$ cat src/rtl/mem_arbiter.sv
// Two-requester RAM arbiter: one instruction-cache port and one data-cache
// port share a single RAM.
// Data requests normally win. After STARVE_MAX back-to-back data grants with
// an instruction request waiting, the instruction port gets the RAM.
module mem_arbiter #(
    parameter int unsigned STARVE_MAX = 3,
    parameter int unsigned CPUID      = 0
) (
    input  logic        CLK,
    input  logic        nRST,
    // instruction cache side
    input  logic        iREN,
    input  logic [31:0] iaddr,
    output logic        iwait,
    output logic [31:0] iload,
    // data cache side
    input  logic        dREN,
    input  logic        dWEN,
    input  logic [31:0] daddr,
    input  logic [31:0] dstore,
    output logic        dwait,
    output logic [31:0] dload,
    // RAM side
    output logic        ramREN,
    output logic        ramWEN,
    output logic [31:0] ramaddr,
    output logic [31:0] ramstore,
    input  logic [31:0] ramload,
    input  logic [1:0]  ramstate,
    // status
    output logic        memerr,
    output logic [2:0]  starve_cnt,
    output logic [31:0] grant_id
);

    localparam logic [1:0] RAM_ACCESS = 2'd2;
    localparam logic [1:0] RAM_ERROR  = 2'd3;
    localparam logic [2:0] CNT_MAX    = 3'(STARVE_MAX);

    typedef enum logic [1:0] {
        IDLE,
        IGRANT,
        DGRANT
    } state_t;

    state_t state, next_state;
    logic   d_req;
    logic   i_done;
    logic   d_done;

    assign d_req    = dREN | dWEN;
    assign grant_id = 32'(CPUID);

    // State register; reset abandons any access in flight.
    always_ff @(posedge CLK or negedge nRST) begin
        if (!nRST) begin
            state <= IDLE;
        end else begin
            state <= next_state;
        end
    end

    // Count of consecutive data grants completed while the instruction port waits.
    always_ff @(posedge CLK or negedge nRST) begin
        if (!nRST) begin
            starve_cnt <= 3'd0;
        end else if (d_done) begin
            if (!iREN) begin
                starve_cnt <= 3'd0;
            end else if (starve_cnt != CNT_MAX) begin
                starve_cnt <= starve_cnt + 3'd1;
            end
        end else if (i_done) begin
            starve_cnt <= 3'd0;
        end
    end

    // Next-state selection plus all RAM strobes, wait and load outputs.
    always_comb begin
        next_state = state;
        iwait      = iREN;
        dwait      = d_req;
        iload      = 32'd0;
        dload      = 32'd0;
        ramREN     = 1'b0;
        ramWEN     = 1'b0;
        ramaddr    = 32'd0;
        ramstore   = 32'd0;
        memerr     = 1'b0;
        i_done     = 1'b0;
        d_done     = 1'b0;

        unique case (state)
            IDLE: begin
                if (d_req && !(iREN && (starve_cnt == CNT_MAX))) begin
                    next_state = DGRANT;
                end else if (iREN) begin
                    next_state = IGRANT;
                end
            end

            IGRANT: begin
                if (!iREN) begin
                    next_state = IDLE;
                end else begin
                    ramREN  = 1'b1;
                    ramaddr = iaddr;
                    if (ramstate == RAM_ACCESS || ramstate == RAM_ERROR) begin
                        iwait      = 1'b0;
                        iload      = ramload;
                        memerr     = (ramstate == RAM_ERROR);
                        i_done     = 1'b1;
                        next_state = IDLE;
                    end
                end
            end

            DGRANT: begin
                if (!d_req) begin
                    next_state = IDLE;
                end else begin
                    ramWEN   = dWEN;
                    ramREN   = dREN & ~dWEN;
                    ramaddr  = daddr;
                    ramstore = dstore;
                    if (ramstate == RAM_ACCESS || ramstate == RAM_ERROR) begin
                        dwait      = 1'b0;
                        dload      = dREN ? ramload : 32'd0;
                        memerr     = (ramstate == RAM_ERROR);
                        d_done     = 1'b1;
                        next_state = IDLE;
                    end
                end
            end

            default: begin
                next_state = IDLE;
            end
        endcase
    end

endmodule

$ cat config.mk
export PLATFORM = sky130hd
export DESIGN_NAME = mem_arbiter
export DESIGN_NICKNAME = d
export VERILOG_FILES = /design/src/rtl/mem_arbiter.sv
export SDC_FILE = /design/constraint.sdc
export NUM_CORES = 1
export LEC_CHECK = 0
export CORE_AREA = 3 3 116 118
export DETAILED_ROUTE_END_ITERATION = 16
export DIE_AREA = 0 0 119 121
export HOLD_SLACK_MARGIN = 0.06
export PLACE_DENSITY = 0.61
export SYNTH_ARGS = -nofsm -noshare
export SYNTH_HDL_FRONTEND = slang
export SYNTH_SLANG_ARGS = --single-unit
$ cat constraint.sdc
create_clock -name CLK -period 4.09 [get_ports CLK]
set_input_delay 0.818 -clock CLK [delete_from_list [all_inputs] [get_ports CLK]]
set_output_delay 0.818 -clock CLK [all_outputs]
set_load 0.01 [all_outputs]
==> results.py <==
metrics = {
    "final_layout": {
        "drive_gt1_frac": 0.02672,
        "diodes": 0,
        "design_area_mm2": 0.004687,
        "register_area_um2": 125.1,
        "nets": 666,
        "multiInputGateArea_mm2": 0.001465,
        "finalNonFillerCells": 696,
        "fillers": 1321,
        "syn_to_final_growth_pct": 152.1,
    },
    "placed_design": {
        "hpwl_um": 8376,
        "place.port_buffers": 270,
        "placed_area_mm2": 0.004608,
        "dp.cells": 692,
        "gp_congestion": 0.7598,
    },
    "floorplan": {
        "initial_core_util": 0.1479,
        "rows": 41,
        "io_pins": 303,
        "die_height_um": 121,
        "dieWidth_um": 119,
        "core-area_mm2": 0.01257,
        "dieArea_mm2": 0.01440,
    },
    "global_route": {
        "grt_max_degree": 55,
        "grt_pass1_wl_um": 14650,
        "grt-ovfl-total": 0,
        "antenna_found_initial": 0,
        "grt_pass1_vias": 2699,
        "grt_usage": 0.1235,
    },
    "cts": {
        "numCtsBuffers": 3,
        "cts_buffer_depth": 2,
        "clock_sinks": 5,
        "cts_hold_buf": 0,
        "cts_root_buf": "clkbuf_16",
        "cts.clk_slew.worst_paths_ps": 30,
        "cts_setup_buffers": 0,
        "h-tree-depth": 1,
        "ctsResizeCount": 0,
        "cts_tree": "done",
        "insertion_delay_ps": 230,
    },
    "setup_path": {
        "rr_startpoint": "state[1]",
        "r2r-end": "starve_cnt[2]",
        "rrSetupSlack_ps": 2190,
        "crit_chain": "clkdlybuf4s50_1 > and2_4 > buf_4 > a22oi_1 > nor2b_1 > clkdlybuf4s50_1",
        "crit_arrival_ps": 2680,
        "start_kind": "input port",
        "startpoint": "iREN",
        "worst_setup_path_endpoint": "ramaddr[1]",
        "worstSetupPathType": "in -> out",
        "crit_path_end_kind": "primary output",
        "cpMaxStageDelayCell": "clkdlybuf4s50_1",
        "r2r_cells": 6,
        "crit_fanout": 24,
        "cp_common_cell": "clkdlybuf4s50_1",
        "max_stage_delay_ps": 550,
        "worstPathRequired_ps": 3270,
    },
    "yosys": {
        "yosysWarnings": 0,
        "synthArstFlopShare": 1.000,
        "ys_seq_area_frac": 0.06729,
        "netlist_area_mm2": 0.001859,
        "synth_edf_count": 0,
        "postSynthAreaPerCell_um2": 6.912,
        "yosys_register_bits": 5,
        "synthCells": 269,
        "synth_top_flop_cell": "dfrtp_1",
        "ys_types": 32,
    },
    "pwr": {
        "power_density_mw_per_mm2": 288.2,
        "power_leakage_nw": 1.863,
        "irDropWorstVdd_uv": 269.2,
        "power_w": 0.001351,
    },
    "timing": {
        "maxSlewViolCount": 0,
        "slew_headroom": 0.4236,
        "rsz0062_at_grt": "no",
        "setup_viol": 0,
        "tightest_slew_ps": 864.5,
        "skew_ps": 1.877,
        "fin_crit_sh": 0.8552,
        "setup_tns_ps": 0,
        "fmax_mhz": 285.9,
        "finalCriticalPeriod_ps": 3498,
        "hold_viol": 0,
    },
    "route": {
        "routedWlPerCell_um": 14.51,
        "vias": 2790,
        "postRouteAntennaNets": 0,
        "drt_iter0_markers": 88,
        "wl_um": 10100,
        "viasPerCell": 4.009,
        "drtPass1Iterations": 4,
        "drc": 0,
    },
    "outcome": {
        "status": "complete, no violations",
    },
    "flow_run": {
        "drv_cap": 0,
    },
    "min_path": {
        "hp-class": "reg -> reg",
    },
}
==> report_power, final <==
group	internal (W)	total [W]	switching [W]
clock	0.000129	0.000160	0.0000312
combinational	0.000636	0.00111	0.000478
sequential	0.0000624	0.0000758	0.0000134
total	0.000828	0.00135	0.000523
==> critical path: cells and delay by family <==
kind | cells | cell delay [ps]
AO/OA/AOI/OAI | 1 | 100
buffers and inverters | 3 | 1260
AND/OR/NAND/NOR | 2 | 490
==> layout by cell type (no fill, tap or decap), drive strengths merged <==
cell,instances
a21oi,3
nor3b,2
o2bb2ai,1
o2111ai,1
nor2,4
a211oi,1
a22oi,32
nor4bb,1
o211ai,2
and2,66
clkbuf,4
buf,8
conb,32
nor3,1
clkdlybuf4s50,270
o22ai,1
nand2,4
and3,33
a21boi,1
ha,6
nor4b,1
nor2b,33
o21ai,2
dfrtp,5
o21a,2
mux2,2
nand3,2
inv,4
==> synthesized netlist by cell type (all sizes together), types with 2 or more instances <==
library cell	instances	area (um^2)
a22oi	32	240.2
mux2	2	22.52
nand2	4	15.01
ha	6	75.07
buf	42	309.0
nor2b	33	206.5
nor2	4	15.01
nand3	2	10.01
and3	33	206.5
clkbuf	16	62.56
nor3b	2	15.01
o21a	2	15.01
and2	66	415.4
o211ai	2	20.02
o21ai	2	10.01
a21oi	3	15.01
inv	4	15.01
dfrtp	5	125.1
==> per-stage QoR <==
| step | util | hold WS, ps | worst slack (ps) |
|---|---|---|---|
| 2_1_floorplan | - | 522.4 | 1597 |
| 3_3_place_gp | 0.3667 | 516.1 | 616.2 |
| 3_5_place_dp | 0.3667 | 529.8 | 594.1 |
| 4_1_cts | 0.3729 | 541.2 | 587.3 |
| 5_1_grt | 0.3729 | 555.7 | 501.4 |
| 6_report | 0.3729 | 531.3 | 592.2 |
==> per-layer routing <==
layer  wire (um)  up-vias  GRT usage
met5           0        -          0
met1        4149     1257     0.1513
met3         697       12    0.02378
li1            -     1358          -
met2        5142      163     0.2282
met4         112        0    0.01738
==> flip-flops by register name (all words and copies together) (netlist names) <==
signal	count
state	2
starve_cnt	3
==> cells by family (layout without fill, tap and decap cells) <==
group,count (synthesis),after routing,share of synthesized area
flip-flops,5,5,0.06729
buffers and inverters,62,286,0.2079
other,1,32,0.002017
multiplexers,2,2,0.01211
AND/OR/NAND/NOR,147,147,0.4879
AO/OA/AOI/OAI,46,46,0.1824
adder cells (fa/ha/maj),6,6,0.04038
==> worst min-delay path by stage <==
stage | start | end | slack, ps | cells past startpoint
2_1_floorplan | nRST | starve_cnt[0] | 520 | 0
3_3_place_gp | starve_cnt[2] | starve_cnt[2] | 520 | 1
3_5_place_dp | starve_cnt[1] | starve_cnt[1] | 530 | 1
4_1_cts | starve_cnt[1] | starve_cnt[1] | 540 | 1
5_1_grt | starve_cnt[1] | starve_cnt[1] | 560 | 1
6_report | starve_cnt[1] | starve_cnt[1] | 530 | 1
==> final cells by class <==
cell class | instances | share of cell area
Clock buffer | 4 | 0.01682
Multi-Input combinational cell | 233 | 0.3126
Inverter | 4 | 0.003203
Sequential cell | 5 | 0.02670
Timing Repair Buffer | 278 | 0.5948
Tap cell | 172 | 0.04592
No activity file was read; power rests on OpenSTA's default activity.
